File: config.mk
export PLATFORM = sky130hd
export DESIGN_NAME = ibex_fetch_align_fifo
export DESIGN_NICKNAME = d
export VERILOG_FILES = /design/src/rtl/ibex_pkg.sv /design/src/rtl/ibex_fetch_aligner.sv /design/src/rtl/ibex_fetch_align_fifo.sv
export SDC_FILE = /design/constraint.sdc
export NUM_CORES = 1
export LEC_CHECK = 0
export CAP_MARGIN = 5
export CORE_AREA = 2 2 115 117
export DETAILED_ROUTE_END_ITERATION = 6
export DIE_AREA = 0 0 117 119
export PLACE_DENSITY_LB_ADDON = 0.3
export SYNTH_ARGS = -nofsm -noshare
export SYNTH_HDL_FRONTEND = slang
export SYNTH_SLANG_ARGS = --single-unit
File: constraint.sdc
create_clock -name clk_i -period 4.3 [get_ports clk_i]
set_input_delay 0.86 -clock clk_i [delete_from_list [all_inputs] [get_ports clk_i]]
set_output_delay 0.86 -clock clk_i [all_outputs]
set_load 0.005 [all_outputs]
File: src/rtl/ibex_pkg.sv
// Shared types and helpers for the IF-stage fetch buffer and aligner.
package ibex_pkg;

    localparam int unsigned FETCH_FIFO_MAX_DEPTH = 8;

    typedef struct packed {
        logic        err;
        logic [31:0] rdata;
    } fetch_entry_t;

    // RISC-V encodes 32-bit instructions with 2'b11 in the two lowest bits.
    function automatic logic is_compressed(input logic [1:0] lsb);
        return lsb != 2'b11;
    endfunction

endpackage

File: src/rtl/ibex_fetch_aligner.sv
// Combinational aligner: picks a halfword-aligned instruction out of the two
// lowest buffer entries and attributes fetch errors to it.
module ibex_fetch_aligner
    import ibex_pkg::*;
(
    input  fetch_entry_t entry0,
    input  fetch_entry_t entry1,
    input  logic [1:0]   valid,
    input  logic         addr_bit1,
    output logic         out_valid,
    output logic [31:0]  out_rdata,
    output logic         out_err,
    output logic         out_err_plus2,
    output logic         compressed,
    output logic         pop0
);

    logic [15:0] unused_entry1_hi;
    assign unused_entry1_hi = entry1.rdata[31:16];

    // An erroneous first half is reported even without its second half, so
    // the core can take the fault instead of waiting for a word that never comes.
    always_comb begin
        out_valid     = valid[0];
        out_rdata     = entry0.rdata;
        out_err       = entry0.err;
        out_err_plus2 = 1'b0;
        if (addr_bit1) begin
            if (is_compressed(entry0.rdata[17:16])) begin
                out_rdata = {16'h0000, entry0.rdata[31:16]};
            end else begin
                out_valid     = valid[1] | (valid[0] & entry0.err);
                out_rdata     = {entry1.rdata[15:0], entry0.rdata[31:16]};
                out_err       = entry0.err | (valid[1] & entry1.err);
                out_err_plus2 = ~entry0.err & entry1.err;
            end
        end
    end

    assign compressed = is_compressed(out_rdata[1:0]);
    // Only an aligned compressed instruction leaves the upper half of entry0 to use.
    assign pop0       = addr_bit1 | ~compressed;

endmodule

File: src/rtl/ibex_fetch_align_fifo.sv
// IF-stage fetch buffer with halfword aligner.
// Optional macro IBEX_FETCH_FIFO_BYPASS_EN: feed the returning word straight to the aligner.
module ibex_fetch_align_fifo
    import ibex_pkg::*;
#(
    parameter int unsigned DEPTH = 3
) (
    input  logic        clk_i,
    input  logic        rst_i,
    input  logic        clear_i,
    input  logic [31:0] addr_i,
    input  logic        in_valid_i,
    input  logic [31:0] in_rdata_i,
    input  logic        in_err_i,
    output logic        busy_o,
    output logic        out_valid_o,
    input  logic        out_ready_i,
    output logic [31:0] out_rdata_o,
    output logic [31:0] out_addr_o,
    output logic        out_err_o,
    output logic        out_err_plus2_o
);

    fetch_entry_t     entries   [DEPTH];
    fetch_entry_t     entries_n [DEPTH];
    logic [DEPTH-1:0] valid;
    logic [DEPTH-1:0] valid_n;
    logic [31:1]      addr_q;

    fetch_entry_t in_entry;
    fetch_entry_t align_e0;
    fetch_entry_t align_e1;
    logic [1:0]   align_valid;
    logic         compressed;
    logic         pop0;
    logic         accept;
    logic         pop;
    logic         push_en;
    logic         unused_addr_bit0;

    assign unused_addr_bit0 = addr_i[0];
    assign in_entry         = {in_err_i, in_rdata_i};

`ifdef IBEX_FETCH_FIFO_BYPASS_EN
    // The incoming word stands in for whichever slot the aligner is missing.
    always_comb begin
        align_e0    = entries[0];
        align_e1    = entries[1];
        align_valid = valid[1:0];
        if (!valid[0]) begin
            align_e0       = in_entry;
            align_valid[0] = in_valid_i;
        end else if (!valid[1]) begin
            align_e1       = in_entry;
            align_valid[1] = in_valid_i;
        end
    end
`else
    assign align_e0    = entries[0];
    assign align_e1    = entries[1];
    assign align_valid = valid[1:0];
`endif

    ibex_fetch_aligner u_aligner (
        .entry0        (align_e0),
        .entry1        (align_e1),
        .valid         (align_valid),
        .addr_bit1     (addr_q[1]),
        .out_valid     (out_valid_o),
        .out_rdata     (out_rdata_o),
        .out_err       (out_err_o),
        .out_err_plus2 (out_err_plus2_o),
        .compressed    (compressed),
        .pop0          (pop0)
    );

    assign out_addr_o = {addr_q, 1'b0};
    assign accept     = out_valid_o & out_ready_i & ~clear_i;
    assign pop        = accept & pop0;
    // A pop with an empty entry0 can only mean the bypassed word was used up.
    assign push_en    = in_valid_i & ~(pop & ~valid[0]);
    assign busy_o     = valid[DEPTH-2];

    always_comb begin
        logic found;
        found     = 1'b0;
        entries_n = entries;
        valid_n   = valid;
        if (pop) begin
            for (int i = 0; i < DEPTH - 1; i++) begin
                entries_n[i] = entries[i+1];
                valid_n[i]   = valid[i+1];
            end
            entries_n[DEPTH-1] = '0;
            valid_n[DEPTH-1]   = 1'b0;
        end
        if (push_en) begin
            for (int i = 0; i < DEPTH; i++) begin
                if (!found && !valid_n[i]) begin
                    entries_n[i] = in_entry;
                    valid_n[i]   = 1'b1;
                    found        = 1'b1;
                end
            end
        end
    end

    always_ff @(posedge clk_i) begin
        if (rst_i) begin
            valid  <= '0;
            addr_q <= '0;
            for (int i = 0; i < DEPTH; i++) begin
                entries[i] <= '0;
            end
        end else if (clear_i) begin
            valid  <= '0;
            addr_q <= addr_i[31:1];
        end else begin
            valid   <= valid_n;
            entries <= entries_n;
            if (accept) begin
                addr_q <= addr_q + (compressed ? 31'd1 : 31'd2);
            end
        end
    end

    push_no_overflow : assert property (@(posedge clk_i) disable iff (rst_i)
        !(push_en && !clear_i && valid[DEPTH-1] && !pop));

endmodule

======== Word level (Yosys, flattened, before mapping) ========
Index checks and enable logic that the tools add are counted.
word-level totals
  memories ................................ 0
  latch bits .............................. 0
  bits in read-only memories .............. 0
  memory bits (writable) .................. 0
  register bits after elaboration ......... 133
  output and inout bits ................... 68
  bits of input ports ..................... 70
cells by class
  bitwise gates (word level) .............. 16
  eq/ne operators ......................... 2
  add/sub/neg operators ................... 1
  $mul .................................... 0
  muxes and demuxes ....................... 24
  reductions and logical operators ........ 8
  shifts and indexed selects .............. 0
  order comparisons ....................... 0
  div/mod/pow operators ................... 0
operators with widths
  operator                                       number
  2-to-1 mux 99 bit                              2
  2-to-1 mux 33 bit                              3
  2-to-1 mux 32 bit                              2
  2-to-1 mux 31 bit                              2
  adder 31 x 2 -> 31 bit                         1
  2-to-1 mux 1 bit                               12
  AND 1 bit                                      8
  2-to-1 mux 3 bit                               2
  inverter 1 bit                                 5
  logical NOT 1 bit                              4
  inequality test 2 bit (second input constant)  2
  OR 1 bit                                       3
  logical AND 1 bit                              2
  2-to-1 mux 2 bit                               1
  nonzero test 2 bit                             1
  OR reduction 2 bit                             1

======== Longest topological paths before layout ========
  depth after elaboration ................. 19
  mapped depth ............................ 11
  gate-level depth less buffers ........... 10

======== By module ========
Synthesis repeated with hierarchy kept, for this count alone.
second synthesis, totals
  cell total of the unflattened synthesis .. 745
  area, all modules ....................... 6608.8 um^2
by module, submodules not included
  module                 area an instance (um^2)  seq. area each (um^2)  cells each  instances
  ibex_fetch_align_fifo  6087.1                   2662.6                 666         1
  ibex_fetch_aligner     521.8                    0.0                    79          1

======== Least setup slack after synthesis ========
OpenSTA, ideal clock, no wires.
  path type ............................... reg2reg
  start ................................... register addr_q[1] in the netlist's numbering
  end ..................................... register addr_q[26] in the netlist's numbering
  path slack .............................. 1.260 ns
  cell stages (with the launch flop) ...... 11
  arrival time ............................ 2.949 ns
  clock period less this slack ............ 3.040 ns
  cell sequence ........................... dfxtp_1 > clkbuf_1 > mux2_2 > nand2_1 > inv_1 > ha_1 > a21o_1 > nand4_2 > nand2b_2 > or4_1 > a311oi_1
on the way
  longest elaborated chain between the ends .. 6
  elaborated cells between the ends (all ways) .. 10
  classes of those cells .................. 1 x add/sub; 1 x eq/ne; 5 x mux; 2 x bitwise; 1 x reduce/logical
ends and longest elaborated chain
  element                   RTL line                      source
  start: declaration        ibex_fetch_align_fifo.sv:28   logic [31:1] addr_q;
  start signal: assignment  ibex_fetch_align_fifo.sv:117  addr_q <= addr_i[31:1];
  start signal: assignment  ibex_fetch_align_fifo.sv:122  addr_q <= addr_q + (compressed ? 31'd1 : 31'd2);
  2-to-1 mux 32 bit         ibex_fetch_aligner.sv:28      if (addr_bit1) begin
  via out_rdata_o[0]        ibex_fetch_align_fifo.sv:18   output logic [31:0] out_rdata_o,
  inequality test 2 bit     ibex_pkg.sv:13                return lsb != 2'b11;
  2-to-1 mux 2 bit          ibex_fetch_align_fifo.sv:122
  adder 31 x 2 -> 31 bit    ibex_fetch_align_fifo.sv:122
  2-to-1 mux 31 bit         ibex_fetch_align_fifo.sv:121  if (accept) begin
  2-to-1 mux 31 bit         ibex_fetch_align_fifo.sv:115  end else if (clear_i) begin
The timed path passes the listed nets, and every way through them passes these cells. The select of a mux whose other input is x is not followed.
A chain may end at the register's enable or synchronous reset.

======== Worst setup path in the final report ========
  start ................................... register addr_q[1] in the netlist's numbering
  end ..................................... output port out_rdata_o[20]
on the way
  longest elaborated chain between the ends .. 1
ends and longest elaborated chain
  element            RTL line
  2-to-1 mux 32 bit  ibex_fetch_aligner.sv:28
  end: declaration   ibex_fetch_align_fifo.sv:18
Every way passes these cells.

==> metrics <==
Ys Warns 0; worst skew pair latency 0.43 ns; FMAX 253.3 MHz; hold depth 1; WP buf/inv 2; Synth Instances 640; Seq cells post-synth 133; Critical Path RT 3.44 ns; Core Util, Final 64.50%; Slew Viols, Final 0; # IOs 138; vias post-DR 5,844; Final nets 825; Clock Tree Root clkbuf_16; global route overflow 0; CTS tree done; antenna viol nets, final 0; RSZ-0062 raised after global routing false; wire length per cell 20.54 um; Netlist Area Pre-Place 6310 um2; Final Non-Filler Cells 940; CP max stage delay 0.78 ns; Slew headroom 40.85%; outcome finished, final reports clean; DRC 0; CP cell instances buf_4 > and3_1 > a22o_1 > clkdlybuf4s50_1; met3 GRT Util 7.074%; ys flop type dfxtp_1; Power Density 381.6 nW/um2; clk sinks 133; initial antenna violation count 0; crit-path max FO 16; post-DP HPWL 12,110 um; Final min period 3.948 ns; busiest grt layer met2; worst clock skew 0.01178 ns; asr flop ratio synth 0%; post-route cell area 8304 um2; Synth area leaders dfxtp_1 42%, a22o_1 6.5%, o221a_2 5.7%, a221o_1 5.2%, and3_1 4.3%; critical path depth 4; port bufs 135; Inst Count DP 908; Num CTS Buffers 17; Slew @ Worst Pin 0.8873 ns; Setup TNS 0 ns; layout cell share with drive strength beyond 1 15.05%; crit share post-route 91.81%; Reg clk slew, reported paths 0.06 ns; cell family with most CP delay buffers and inverters; initial core utilization 49.01%; Syn Area/Cell 9.859 um2; vias in the first global route 5,767; drt total wl 19,300 um; post-CTS setup buffer count 0; Post-synth top cells 133 x dfxtp_1, 47 x a22o_1, 46 x inv_1; Mapped Nets 714; height of the die 119 um; met2 usage 43.97%; Hold Violations, Final 0; VDD IR max 300.2 uV; GRT Overall Usage 27.99%; count leader, synth dfxtp_1; CP max stage cell and3_1; Die Area 13,920 um2; ant diodes 0; synthesis-to-layout area growth 31.61%; Setup violations, final 0; placed cell area 7714 um2; critical path capture point type output port; clock buffer depth 2; Max-Cap Viols 0; Hold Slack 0.4825 ns; hold_buf cts 0; Seq/Total Area, Yosys 42.20%; routability congestion estimate 0.8367; Cell variety after synth 69; GR Util met1 37.44%; LEAKAGE 3.184 nW; DR pass1 iterations 5; pin count of the biggest net entering global routing 60; Hold Path Class flop to flop; core area 12,870 um2; die width 117 um; Rows 42; first-pass GRT wire length 30,290 um; FF-to-FF path depth 9; area leader, netlist dfxtp_1; Worst setup SP type flop; Yosys top cell area share 42.20%; H-tree depth 4; Worst Path Arrival 3.09 ns; # resized after CTS 0; number of enable flip-flop cells after synthesis 0; via density per instance 6.217; 1st-iter DRT viols 534; crit path kind flop to output port
-- cells by family (layout without fill, tap and decap cells) --
logic type               after synthesis  in the layout  synth area share [%]
adder cells (fa/ha/maj)                4              4                0.9122
AND/OR/NAND/NOR                      147            147                 14.50
flip-flops                           133            133                 42.20
XOR/XNOR                              14             14                 1.943
other                                  1              1               0.05943
AO/OA/AOI/OAI                        222            222                 30.26
multiplexers                          16             16                 2.855
buffers and inverters                103            227                 7.278
-- cell usage in the layout (no fill, tap or decap), types with 7 or more instances in the layout --
cell type        synthesis  routed
nand2_1                 22      22
inv_1                   46      46
clkdlybuf4s50_1          0     134
a21oi_1                 43      43
a311o_1                  7       7
mux2_2                  16      16
clkbuf_16                0      17
buf_4                    6      13
nand4_1                 12      12
nor2_1                  22      21
a221o_1                 33      33
dfxtp_1                133     133
o21ai_0                  7       7
xnor2_1                 11      11
o221a_2                 32      32
and3_1                  43      43
a211oi_1                12      12
a22o_1                  47      47
-- metal layers --
metal	part of all wire, %	vias up	wire (um)
li1	-	2687	-
met1	43	2897	8360
met2	48	227	9277
met3	6.9	33	1323
met4	1.8	0	342
met5	0	-	0
-- power by group --
part           internal, mW  switching, mW  leakage, nW  total, mW
registers              1.28         0.0533         1.09       1.33
clock network         0.863          0.590        0.278       1.45
logic                 0.215          0.167         1.82      0.382
-- worst reg2reg max path, delay by kind of cell (launching register included) --
kind	cells	cell delay, ns
fa+ha+maj	1	0.38
flops	1	0.71
simple gates	1	0.40
compound gates	4	1.08
buf+inv	3	1.06
-- flip-flops by register name (all words and copies together), names as in the netlist --
signal    count
entries      33
align_e1     33
valid         3
addr_q       31
align_e0     33
-- path summary, 6_finish.rpt --
check / start / end / slack (ns)
worst min-delay path: entries[31]$_SDFFE_PP0N_ / entries[31]$_SDFFE_PP0N_ / 0.48
worst max register to register: addr_q[1]$_SDFFE_PP0P_ / align_e1[16]$_SDFFE_PP0N_ / 0.55
worst max-delay path: addr_q[1]$_SDFFE_PP0P_ / out_rdata_o[20] / 0.35
worst min register to register: entries[31]$_SDFFE_PP0N_ / entries[31]$_SDFFE_PP0N_ / 0.48
-- through the flow --
step	setup WS, ns	power [mW]
after floorplan	1.260	1.519
after global placement	0.7995	1.721
after detailed placement	0.6652	1.734
after CTS	0.4354	3.181
after global routing	0.2923	3.273
final	0.3521	3.169
-- area by class of cell --
class	instances	area [um2]
Inverter	47	178.9
Tap cell	176	220.2
Clock inverter	15	165.2
Clock buffer	17	425.4
Multi-Input combinational cell	404	3208
Timing Repair Buffer	148	1444
Sequential cell	133	2663
Fill cell	1051	4571
Power figures use the tool's default switching activity.
